File: src/rtl/mux_nx1_reg.sv
// N-to-1 registered multiplexer with valid/ready handshakes.
// Channel choice is either a fixed select or round-robin across the valid channels.
module mux_nx1_reg #(
  parameter int N = 4,
  parameter int W = 8,
  localparam int SW = (N > 2) ? $clog2(N) : 1
) (
  input  logic            clk,
  input  logic            reset,
  input  logic [N*W-1:0]  x,
  input  logic [N-1:0]    x_valid,
  output logic [N-1:0]    x_ready,
  input  logic [SW-1:0]   s,
  input  logic            mode,
  output logic [W-1:0]    f,
  output logic            f_valid,
  input  logic            f_ready,
  output logic [SW-1:0]   f_sel
);

  logic [W-1:0]  f_q, f_d;
  logic [SW-1:0] f_sel_q, f_sel_d;
  logic          f_valid_q, f_valid_d;
  logic [SW-1:0] ptr_q, ptr_d;

  logic          ld, grant, accept;
  logic          fx_grant, rr_grant, s_ok;
  logic [SW-1:0] c, rr_idx;
  logic [SW:0]   probe;

  // Round-robin search: ptr, ptr+1, ... wrapping at N (not at 2**SW).
  always_comb begin
    rr_grant = 1'b0;
    rr_idx   = '0;
    probe    = '0;
    for (int k = 0; k < N; k++) begin
      probe = {1'b0, ptr_q} + (SW+1)'(k);
      if (probe >= (SW+1)'(N)) probe = probe - (SW+1)'(N);
      if (!rr_grant && x_valid[probe[SW-1:0]]) begin
        rr_grant = 1'b1;
        rr_idx   = probe[SW-1:0];
      end
    end
  end

  assign s_ok     = ({1'b0, s} < (SW+1)'(N));
  assign fx_grant = s_ok && x_valid[s];
  assign c        = mode ? rr_idx : s;
  assign grant    = mode ? rr_grant : fx_grant;
  assign ld       = ~f_valid_q | f_ready;
  assign accept   = ~reset & ld & grant;
  assign x_ready  = accept ? ({{(N-1){1'b0}}, 1'b1} << c) : '0;

  always_comb begin
    f_d       = f_q;
    f_sel_d   = f_sel_q;
    f_valid_d = f_valid_q;
    ptr_d     = ptr_q;
    if (accept) begin
      f_d       = x[c*W +: W];
      f_sel_d   = c;
      f_valid_d = 1'b1;
      ptr_d     = (c == SW'(N-1)) ? '0 : c + SW'(1);
    end else if (ld) begin
      // No grant: the slot empties but the last word stays visible on f/f_sel.
      f_valid_d = 1'b0;
    end
  end

  always_ff @(posedge clk) begin
    if (reset) begin
      f_q       <= '0;
      f_sel_q   <= '0;
      f_valid_q <= 1'b0;
      ptr_q     <= '0;
    end else begin
      f_q       <= f_d;
      f_sel_q   <= f_sel_d;
      f_valid_q <= f_valid_d;
      ptr_q     <= ptr_d;
    end
  end

  assign f       = f_q;
  assign f_sel   = f_sel_q;
  assign f_valid = f_valid_q;

endmodule

File: config.mk
export PLATFORM = sky130hd
export DESIGN_NAME = mux_nx1_reg
export DESIGN_NICKNAME = d
export VERILOG_FILES = /design/src/rtl/mux_nx1_reg.sv
export SDC_FILE = /design/constraint.sdc
export NUM_CORES = 1
export LEC_CHECK = 0
export ABC_AREA = 1
export CORE_ASPECT_RATIO = 1.25
export CORE_UTILIZATION = 38
export DETAILED_ROUTE_END_ITERATION = 16
export DONT_BUFFER_PORTS = 1
export GPL_ROUTABILITY_DRIVEN = 0
export GPL_TIMING_DRIVEN = 0
export SLEW_MARGIN = 20
export SYNTH_ARGS = -nofsm -noshare
export SYNTH_HDL_FRONTEND = slang
export SYNTH_SLANG_ARGS = --single-unit
File: constraint.sdc
create_clock -name clk -period 2.8 [get_ports clk]
set_input_delay 0.84 -clock clk [delete_from_list [all_inputs] [get_ports clk]]
set_output_delay 0.84 -clock clk [all_outputs]
set_load 0.03 [all_outputs]
Yosys cells after proc, flatten, opt, wreduce, memory -nomap -nowiden
Index checks and enable logic that the tools add are counted.

Register bits after elaboration: 13. Input bits: 42. Output and inout bits: 15. Word-level logic and storage cells: 64.

Reductions and logical operators: 7. Shift-type cells: 2. Eq/ne operators: 1. Bitwise operators: 5. $lt $le $gt $ge: 9. Multiplexer cells: 28. $add $sub $neg: 8.

Operators with widths (number): 32-bit by 6-bit variable part select with 8-bit output (1); 2-bit 2-to-1 mux (10); 2-bit by 3-bit less-than comparator with 1-bit output, second input constant (5); 1-bit 2-to-1 mux (12); 1-bit binary-select mux with 2-bit select (5); 3-bit >= comparator, second input constant (3); 2-bit by 1-bit subtractor with 2-bit output, second input constant (4); 2-bit by 2-bit adder with 3-bit output, second input constant (2); 4-bit 2-to-1 mux (1); 1-bit by 2-bit << shifter with 4-bit output, first input constant (1); 2-bit by 1-bit adder with 3-bit output, second input constant (1); 2-bit by 3-bit >= comparator with 1-bit output, second input constant (1); 1-bit logical AND (3); 1-bit logical NOT (3); 2-bit by 1-bit adder with 2-bit output, second input constant (1); 1-bit bitwise AND (2); 2-bit equality test, second input constant (1); 1-bit inverter (2); 2-bit nonzero test (1); 1-bit OR (1).

Depth between registers and ports, before layout
Gate-level depths: netlist (run 1).

Depth in word-level cells: 17. Depth in mapped cells: 16. Gate-level depth less buffers: 15.

Least setup slack after synthesis (run 1)
Ideal clock, no wire load.

Path kind: in2out. Start: in x_valid[1]. End: out x_ready[1]. Required time: 1.960 ns. Setup slack: -0.398 ns. Buffers on the path: 1. Stages: 12. Arrival time: 2.358 ns. Cell sequence: inv_1 nand2_1 nand2_1 nand2_1 nand2_2 nand2_2 nand2_1 nand2_1 nand3_4 nand2_4 buf_6 nor3_1.

Longest elaborated chain between the ends: 15. Elaborated cells between the ends (all ways): 29. Those cells by class: 1 x shift; 21 x mux; 1 x bitwise; 6 x reduce/logical.

RTL lines: from (decl) (line 11) `input logic [N-1:0] x_valid,`; 1-bit binary-select mux with 2-bit select (line 39) `if (!rr_grant && x_valid[probe[SW-1:0]]) begin`; 1-bit 2-to-1 mux (not written as such) (line 39); 1-bit 2-to-1 mux (line 39); 1-bit logical NOT (line 39); 1-bit logical AND (line 39); 1-bit 2-to-1 mux (line 39); 1-bit logical NOT (line 39); 1-bit logical AND (line 39); 1-bit 2-to-1 mux (line 39); 1-bit logical NOT (line 39); 1-bit logical AND (line 39); 2-bit 2-to-1 mux / 1-bit 2-to-1 mux (equally long branches) (line 39); 2-bit 2-to-1 mux / 1-bit 2-to-1 mux (equally long branches) (line 48, 49); 1-bit by 2-bit << shifter with 4-bit output / 1-bit bitwise AND (equally long branches) (line 52, 51); 4-bit 2-to-1 mux (*) (line 52) `assign x_ready = accept ? ({{(N-1){1'b0}}, 1'b1} << c) : '0;`; to (decl) (line 12) `output logic [N-1:0] x_ready,`.

Every way passes the cells marked *; elsewhere a longest branch is shown, timed or not. The select of a mux whose other input is x is not followed.

Final worst setup path (run 1)
Start: reg ptr_q[0]. End: out x_ready[1].

Longest elaborated chain between the ends: 17. Elaborated cells between the ends (all ways): 42. Those cells by class: 7 x add/sub; 4 x order compare; 1 x shift; 23 x mux; 1 x bitwise; 6 x reduce/logical.

RTL lines: from (decl) (line 24) `logic [SW-1:0] ptr_q, ptr_d;`; from (signal assigned) (line 80) `ptr_q <= ptr_d;`; branches (longest 16 deep; another with 2-bit by 1-bit adder with 3-bit output); 4-bit 2-to-1 mux (*) (line 52).

Mark *: on every way between the ends. The select of a mux whose other input is x is not followed.

==> results.py, run 1 <==
metrics = {
    "power": {
        "clock_power_share": 0.131,
        "irDropWorstVdd_v": 0.000382,
        "leakage_uw": 0.000759,
        "power_frac_seq": 0.346,
        "switchingPower_uw": 437,
        "combPwrFrac": 0.523,
        "power.density_nw_per_um2": 551,
        "switching_share": 0.480,
        "p_int_uw": 474,
    },
    "critical_path": {
        "cp-end-kind": "output pin",
        "critPathMaxFanout": 5,
        "worstPathArrival_ns": 1.99,
        "crit_type": "reg2out",
        "required_ns": 1.96,
        "worst_setup_path_start_kind": "register",
    },
    "synthesis": {
        "yosysWarnings": 0,
        "async_reset_ff_frac": 0,
        "ys_seq_elements": 13,
        "synth_edf_count": 0,
        "synth-main-ff-cell": "dfxtp_1",
        "netlist-cell-type-count": 26,
        "syn-num-nets": 240,
        "syn_avg_cell_area_um2": 6.30,
        "syn_area_um2": 1240,
        "ys_seq_area_frac": 0.210,
        "synthCells": 197,
    },
    "timing": {
        "finClkSkew_ns": 0.00315,
        "relSlewSlack": 0.687,
        "slew_viol_final": 0,
        "fin_setup_tns_ns": -0.0422,
        "rsz0062_at_grt": "yes",
        "layout_setup_ws_ns": -0.0254,
        "setup_viol": 2,
        "period_share": 1.01,
        "worst_pin_slew_ns": 0.469,
        "hold_viol": 0,
        "fin_crit_ns": 2.83,
        "fmax_mhz": 354,
    },
    "placement": {
        "hpwl_um": 2650,
        "place_ws_ns": -0.198,
        "port_buffers": 0,
        "placed_cells": 233,
    },
    "clock_tree": {
        "cts_root_buffer": "clkbuf_4",
        "clkSinkCount": 13,
        "path_clk_slew_ns": 0.08,
        "cts_tree": "done",
        "cts_max_level": 1,
        "numCtsBuffers": 3,
        "cts_buffer_depth": 2,
        "worstSkewPairLatency_ns": 0.28,
    },
    "finish": {
        "layout.cells.non_filler": 248,
        "syn_to_final_growth_pct": 33.2,
        "finish.utilization": 0.546,
        "drive_gt1_frac": 0.429,
        "num_antenna_cells": 0,
        "nNetsFinal": 256,
    },
    "floorplan": {
        "io_pins": 57,
        "rows": 22,
        "die_h_um": 65.9,
        "start_util": 0.410,
        "die-area_um2": 3500,
        "core_um2": 3030,
        "die_w_um": 53.1,
    },
    "detailed_routing": {
        "ant_nets": 0,
        "viasPerCell": 5.59,
        "drc": 0,
        "drtPass1Iterations": 4,
        "num_vias": 1387,
        "wl_um": 3640,
        "wl_per_cell_um": 14.7,
        "first_iter_violations": 48,
    },
    "run": {
        "cap_violations": 0,
    },
    "global_route": {
        "grt_pass1_vias": 1365,
        "antenna_found_initial": 0,
        "grt_max_degree": 11,
        "grt_overflow": 0,
        "track_usage": 0.233,
        "grt_pass1_wl_um": 6040,
    },
    "run_status": {
        "status": "finished with violations",
        "failed_checks": "negative setup slack",
    },
    "hold_path": {
        "hold_path_class": "reg2reg",
    },
}
==> critical path, cell delays in order (launching register included) <==
cell	delay, ns
dfxtp_4	0.39
buf_8	0.14
nand2_4	0.07
nand2_4	0.07
nand2_4	0.08
inv_2	0.04
a21boi_2	0.14
nand2_2	0.10
nor2_4	0.13
nor2_4	0.06
buf_6	0.14
nor3_4	0.34
==> sequential cells by signal, indices dropped and copies added, names as in the netlist <==
register	cells
f	8
f_valid	1
f_sel	2
ptr_q	2
==> Yosys cell counts, types with 2 or more instances <==
cell type | count | area (um2)
nand2_2 | 16 | 100
nand2_1 | 53 | 199
nand3_2 | 3 | 30.0
buf_6 | 3 | 33.8
nor2_1 | 8 | 30.0
a21oi_1 | 8 | 40.0
nand3_1 | 52 | 260
buf_4 | 3 | 22.5
dfxtp_1 | 13 | 260
nand2_4 | 4 | 45.0
nor2_2 | 2 | 12.5
inv_2 | 6 | 22.5
nor3_1 | 2 | 10.0
o21ai_0 | 3 | 15.0
inv_1 | 10 | 37.5
==> cell type report <==
cell class / instances / area, um2
multi-input cells: 159 / 1020
well taps: 36 / 45.0
repair buffers: 13 / 125
inverters: 16 / 95.1
clock buffers: 4 / 26.3
flip-flops and latches: 13 / 268
fillers: 301 / 1380
plain buffers: 7 / 72.6
==> power groups by stage <==
stage / registers [uW] / clock network [uW] / logic, uW
final: 315 / 119 / 476
after global routing: 319 / 130 / 529
after CTS: 314 / 120 / 450
after detailed placement: 313 / 0 / 391
after global placement: 314 / 0 / 381
after floorplan: 306 / 0 / 329
==> per-layer routing <==
layer | wire (um) | track usage | share of wire | up-vias
met5 | 0 | 0 | 0 | -
met4 | 40 | 0.0757 | 0.011 | 0
met3 | 180 | 0.0207 | 0.049 | 5
met2 | 2090 | 0.451 | 0.57 | 42
met1 | 1330 | 0.255 | 0.37 | 658
li1 | - | - | - | 682
==> cell usage in the layout, fill, tap and decap left out, types with 2 or more instances in the layout <==
cell type / netlist / routed
clkbuf_1: 1 / 2
nand2_4: 4 / 10
inv_2: 6 / 8
nand3_4: 1 / 2
dfxtp_4: 0 / 2
a21oi_1: 8 / 8
nand3_2: 3 / 3
nand2_1: 53 / 38
nand3_1: 52 / 51
inv_8: 0 / 2
dfxtp_1: 13 / 11
nand2_2: 16 / 23
buf_6: 3 / 3
nand2_8: 0 / 2
nor2_4: 1 / 6
o21ai_0: 3 / 3
nor2_1: 8 / 3
clkbuf_4: 0 / 4
buf_4: 3 / 12
nor2_2: 2 / 2
inv_1: 10 / 3
==> per-stage QoR <==
| stage | power (uW) | cell area (um2) | hold WS, ns |
|---|---|---|---|
| 2_1_floorplan | 635 | 1350 | 0.572 |
| 3_3_place_gp | 695 | 1400 | 0.614 |
| 3_5_place_dp | 704 | 1400 | 0.617 |
| 4_1_cts | 884 | 1590 | 0.624 |
| 5_1_grt | 978 | 1650 | 0.647 |
| 6_report | 911 | 1650 | 0.633 |
==> what timing repair did <==
| item | 4_1_cts | 5_1_grt |
|---|---|---|
| gates cloned | 1 | 0 |
| resized for setup | 22 | 16 |
| hold buffers | 0 | 0 |
| buffers inserted | 10 | 2 |
| pin swaps | 15 | 11 |
| setup endpoints to repair | 4 | 4 |
==> logic make-up after synthesis <==
kind of cell / count (synthesis) / share of synthesized area
and+or+nand+nor: 144 / 0.598
buffers and inverters: 25 / 0.117
AOI/OAI and AO/OA: 14 / 0.0655
DFF: 13 / 0.210
adders and majority gates: 1 / 0.0101
==> path summary, 6_finish.rpt <==
path,from,end,slack [ns],cells past startpoint
min reg2reg,f[1],f[1],0.63,2
max,ptr_q[0],x_ready[1],-0.03,11
max reg2reg,ptr_q[0],f[7],0.81,14
min,f[1],f[1],0.63,2
Power figures use the tool's default switching activity.
==> inputs of run 2 (changes only) <==
- CELL_PAD_IN_SITES_DETAIL_PLACEMENT: default -> 1
- CELL_PAD_IN_SITES_GLOBAL_PLACEMENT: default -> 1
- CORE_UTILIZATION: 38 -> 37
- PLACE_DENSITY_LB_ADDON: default -> 0.1
==> run 2 against run 1 <==
Against the previous run: the flow still finishes with violations (negative setup slack); first-iteration DRC count shrank 38%; total power grew 12%; via count grew 1.3%; worst setup slack lost 0.049 ns; clock skew shrank 0.0029 ns; non-clock buffer count grew 4; die area grew 2.6%; cell count grew 2.0%; fmax shrank 1.7%; sequential cell count is the same; sequential share of layout area shrank 1.3 points; sequential power is essentially flat; critical endpoint unchanged; largest cell class unchanged.
==> results.py, run 2 (synthesized netlist as in run 1, its figures left out) <==
metrics = {
    "global_route": {
        "grt.busiest_layer": "met2",
        "grt_pass1_wl_um": 6580,
        "antenna_found_initial": 0,
        "grt_max_degree": 11,
        "grt_overflow": 0,
        "track_usage": 0.254,
        "met1_usage": 0.247,
        "grt_pass1_vias": 1473,
        "use_met2": 0.529,
        "grtUsageMet3": 0.0297,
    },
    "finish": {
        "final_cell_mix": "nand3_1, nand2_1, nand2_2",
        "nNetsFinal": 260,
        "multi_input_area_um2": 1100,
        "seq_area_um2": 268,
        "syn_to_final_growth_pct": 44.9,
        "num_antenna_cells": 0,
        "largest_reg_flops": 8,
        "drive_gt1_frac": 0.463,
        "layout_commonest_cell": "nand3_1",
        "fillers": 394,
    },
    "power": {
        "irDropWorstVdd_v": 0.000354,
        "leakage_uw": 0.000806,
        "p_int_uw": 545,
        "switching_share": 0.465,
        "combPwrFrac": 0.530,
        "power.density_nw_per_um2": 567,
        "clock_power_share": 0.160,
        "power_frac_seq": 0.310,
        "switchingPower_uw": 474,
    },
    "critical_path": {
        "path_cells": "nand2_2 -> nand2_1 -> nand2_2 -> inv_1 -> a21boi_2 -> nand2_2 -> nor2_4 -> nor2_4 -> buf_6 -> nor3_4",
        "slowest_delay_ns": 0.35,
        "cp_slowest_cell": "nor3_4",
        "regToRegEndpoint": "ptr_q[0]",
        "required_ns": 1.96,
        "r2r_slack_ns": 0.70,
        "r2r-start": "ptr_q[0]",
        "critPathMaxFanout": 5,
        "cp-end-kind": "output pin",
        "crit_top_cell": "nand2_2",
        "cp_num_buf_inv": 2,
        "crit_type": "in2out",
        "worstPathArrival_ns": 2.03,
        "worst_setup_path_start_kind": "input pin",
        "rr_worst_depth": 15,
        "crit_family": "simple AND/OR/NAND/NOR gates",
    },
    "floorplan": {
        "start_util": 0.389,
        "rows": 23,
        "die-area_um2": 3590,
        "io_pins": 57,
        "core_um2": 3190,
        "die_h_um": 66.8,
        "die_w_um": 53.8,
    },
    "timing": {
        "period_share": 1.03,
        "fin_crit_ns": 2.87,
        "fin_setup_tns_ns": -0.112,
        "timing.hold.ws_ns": 0.611,
        "hold_viol": 0,
        "layout_setup_ws_ns": -0.0740,
        "setup_viol": 2,
        "relSlewSlack": 0.727,
        "worst_pin_slew_ns": 0.410,
        "fmax_mhz": 348,
        "rsz0062_at_grt": "yes",
        "finClkSkew_ns": 0.000217,
        "slew_viol_final": 0,
    },
    "clock_tree": {
        "cts_buffer_depth": 2,
        "path_clk_slew_ns": 0.05,
        "cts_max_level": 1,
        "cts_tree": "done",
        "clkSinkCount": 13,
        "ctsHoldBuffers": 0,
        "worstSkewPairLatency_ns": 0.24,
        "numCtsBuffers": 3,
        "cts_root_buffer": "clkbuf_8",
    },
    "detailed_routing": {
        "num_vias": 1405,
        "wl_per_cell_um": 17.9,
        "drc": 0,
        "drtPass1Iterations": 4,
        "ant_nets": 0,
        "first_iter_violations": 30,
        "wl_um": 4520,
        "viasPerCell": 5.55,
    },
    "run": {
        "cap_violations": 0,
    },
    "placement": {
        "port_buffers": 0,
        "place_ws_ns": -0.231,
        "hpwl_um": 3210,
    },
    "hold_path": {
        "hold_start": "ptr_q[1]",
        "hold_path_class": "reg2reg",
        "holdPathStages": 2,
        "min_to": "ptr_q[1]",
    },
    "run_status": {
        "failed_checks": "negative setup slack",
        "status": "finished with violations",
    },
}
==> run 2: cell count changes in the layout (fill, tap and decap cells not counted), sizes merged <==
cell  change
buf       +4
==> run 2: tightest hold or removal path, stage by stage (launching register included) <==
cell and delay (ns):
dfxtp_4 0.38, inv_4 0.12, a21oi_1 0.07
==> run 2: worst max-delay path by stage <==
stage                           from          to  slack (ns)  cells after the start
after floorplan           x_valid[3]  x_ready[3]       -0.04                     15
after global placement    x_valid[0]  x_ready[2]       -0.17                     12
after detailed placement  x_valid[0]  x_ready[3]       -0.23                     14
after CTS                 x_valid[0]  x_ready[3]        -0.1                     13
after global routing        ptr_q[0]  x_ready[3]       -0.13                     13
final                     x_valid[2]  x_ready[1]       -0.07                     10
==> run 2: what timing repair did <==
action | 4_1_cts | 5_1_grt
resized for setup | 40 | 19
pin swaps | 24 | 23
gates cloned | 1 | 0
endpoints found under the setup margin | 4 | 4
setup buffers | 12 | 4
==> run 2: power by group through the flow <==
stage               Combinational [uW]  Clock, uW  Sequential [uW]
floorplan                          329          0              306
global placement                   384          0              314
detailed placement                 404          0              314
CTS                                493        167              315
global route                       587        175              320
finish                             540        163              316
==> run 2: routing by layer <==
layer	share of wire	up-vias
li1	-	689
met1	0.34	669
met5	0	-
met4	0.016	0
met3	0.033	6
met2	0.61	41
==> run 2: metrics by stage <==
step | total power [uW] | area [um2] | util | std cells
after floorplan | 635 | 1350 | - | 197
after global placement | 698 | 1400 | 0.438 | 234
after detailed placement | 718 | 1400 | 0.438 | 234
after CTS | 975 | 1700 | 0.531 | 250
after global routing | 1080 | 1800 | 0.563 | 253
final | 1020 | 1800 | 0.563 | 253
==> run 2: cell type report <==
class / instances / share of cell area
well taps: 37 / 0.0257
inverters: 16 / 0.0633
flip-flops and latches: 13 / 0.149
clock buffers: 4 / 0.0251
plain buffers: 7 / 0.0404
multi-input cells: 159 / 0.610
repair buffers: 17 / 0.0863
==> inputs of run 3 (changes only) <==
- CORE_UTILIZATION: 37 -> 38
- clock period: 2.8 -> 3.6 ns (I/O delays scaled with it)
==> run 3 against run 2 <==
Against the previous run: the run now ends clean; cell count down 5.1%; utilization down 11 points; hold slack better by 0.014 ns; global-route usage down 2.4 points; worst setup slack better by 0.18 ns; routed wire length down 17%; sequential power down 24%; sequential share of layout area up 4.0 points; final area down 23%; combinational power down 44%; sequential cell count unchanged; total power down 38%.
==> results.py, run 3 (synthesized netlist as in run 1, its figures left out) <==
metrics = {
    "clock_tree": {
        "cts_max_level": 1,
        "worstSkewPairLatency_ns": 0.28,
        "cts_root_buffer": "clkbuf_4",
        "ctsHoldBuffers": 0,
        "cts_tree": "done",
        "numCtsBuffers": 3,
        "path_clk_slew_ns": 0.08,
        "clkSinkCount": 13,
        "cts_buffer_depth": 2,
    },
    "global_route": {
        "grt_overflow": 0,
        "grt_pass1_wl_um": 5950,
        "grt_pass1_vias": 1362,
        "antenna_found_initial": 0,
        "grt_max_degree": 11,
        "track_usage": 0.229,
    },
    "timing": {
        "slew_viol_final": 0,
        "relSlewSlack": 0.608,
        "rsz0062_at_grt": "no",
        "period_share": 0.971,
        "worst_pin_slew_ns": 0.587,
        "setup_viol": 0,
        "fin_crit_ns": 3.50,
        "finClkSkew_ns": 0.00118,
        "hold_viol": 0,
        "timing.hold.ws_ns": 0.626,
        "fin_setup_tns_ns": 0,
        "fmax_mhz": 286,
    },
    "floorplan": {
        "io_pins": 57,
        "core_um2": 3030,
        "die-area_um2": 3500,
        "start_util": 0.410,
        "die_w_um": 53.1,
        "rows": 22,
        "die_h_um": 65.9,
    },
    "detailed_routing": {
        "drc": 0,
        "first_iter_violations": 22,
        "ant_nets": 0,
        "wl_um": 3750,
        "top_layer_used": "met4",
        "drtPass1Iterations": 4,
        "wl_met1_um": 1390,
        "dr_wl_met2_um": 2140,
        "viasPerCell": 5.52,
        "wl_per_cell_um": 15.6,
        "num_vias": 1324,
        "wl_met3_um": 179,
    },
    "critical_path": {
        "crit_top_cell": "nand2_1",
        "cp-end-kind": "output pin",
        "worstPathArrival_ns": 2.42,
        "path_cells": "inv_1 -> nand2_2 -> nand2_1 -> nand2_1 -> nand2_1 -> nand3_2 -> nor2_4 -> buf_4 -> inv_2 -> nand2_4 -> buf_2 -> nor2_4",
        "crit_family": "simple AND/OR/NAND/NOR gates",
        "required_ns": 2.52,
        "worst_setup_path_start_kind": "input pin",
        "cp_slowest_cell": "buf_2",
        "cp_num_buf_inv": 4,
        "slowest_delay_ns": 0.25,
        "crit_type": "in2out",
        "critPathMaxFanout": 10,
    },
    "power": {
        "irDropWorstVdd_v": 0.000261,
        "finalPower_uw": 633,
        "power.density_nw_per_um2": 460,
        "leakage_uw": 0.000662,
    },
    "finish": {
        "layout.cells.non_filler": 240,
        "drive_gt1_frac": 0.284,
        "layout_commonest_cell": "nand3_1",
        "syn_to_final_growth_pct": 10.9,
        "fin_area_um2": 1380,
        "nNetsFinal": 248,
        "largest_reg_flops": 8,
        "fillers": 435,
        "num_antenna_cells": 0,
        "final_cell_mix": "nand3_1, nand2_1, nand2_2",
    },
    "run_status": {
        "status": "finished clean",
    },
    "hold_path": {
        "hold_path_class": "reg2reg",
    },
    "placement": {
        "hpwl_um": 2960,
        "postPlaceCellArea_um2": 1290,
        "port_buffers": 0,
        "placed_cells": 233,
    },
    "run": {
        "cap_violations": 0,
    },
}
[run 3: worst paths after layout]
path / slack (ns) / endpoint / startpoint / depth (start not counted)
min reg2reg: 0.63 / f[0] / f[0] / 2
max reg2reg: 1.53 / ptr_q[1] / ptr_q[1] / 13
max: 0.10 / x_ready[3] / x_valid[0] / 12
min: 0.63 / f[0] / f[0] / 2
[run 3: cell type report]
cell class | count | area, um2 | area share
clock buffer | 3 | 22.5 | 0.0164
buffer | 8 | 77.6 | 0.0564
multi-input combinational | 159 | 872 | 0.634
tap | 36 | 45.0 | 0.0327
inverter | 16 | 63.8 | 0.0464
timing repair buffer | 4 | 30.0 | 0.0218
clock inverter | 1 | 5.00 | 0.00364
sequential | 13 | 260 | 0.189
[run 3: what timing repair did]
| item | in CTS | in global routing |
|---|---|---|
| gates cloned | 0 | 0 |
| hold endpoints to repair | 0 | 0 |
| gates resized for setup | 2 | 9 |
| endpoints found under the setup margin | 4 | 4 |
| setup buffers | 0 | 4 |
| pin swaps | 0 | 4 |
[run 3: layer usage]
metal / global-route usage / up-vias
li1: - / 663
met1: 0.233 / 616
met2: 0.460 / 40
met3: 0.0460 / 5
met4: 0.0428 / 0
met5: 0 / -
[run 3: worst min-delay path: stages (launching register included)]
cell	delay, ns
dfxtp_1	0.41
nand3_1	0.13
nand2_1	0.05
[run 3: power by group]
| part | leakage, uW | internal (uW) | switching, uW | total [uW] |
|---|---|---|---|---|
| combinational | 0.000536 | 111 | 190 | 301 |
| sequential | 0.000108 | 171 | 69.8 | 241 |
| clock | 0.0000177 | 41.3 | 49.9 | 91.2 |
| total | 0.000662 | 324 | 310 | 633 |
[run 3: per-stage QoR]
step	utilization	setup WS, ns
finish	0.455	0.104
global route	0.455	0.00506
CTS	0.438	-0.112
detailed placement	0.426	-0.203
global placement	0.426	-0.154
floorplan	-	0.00198
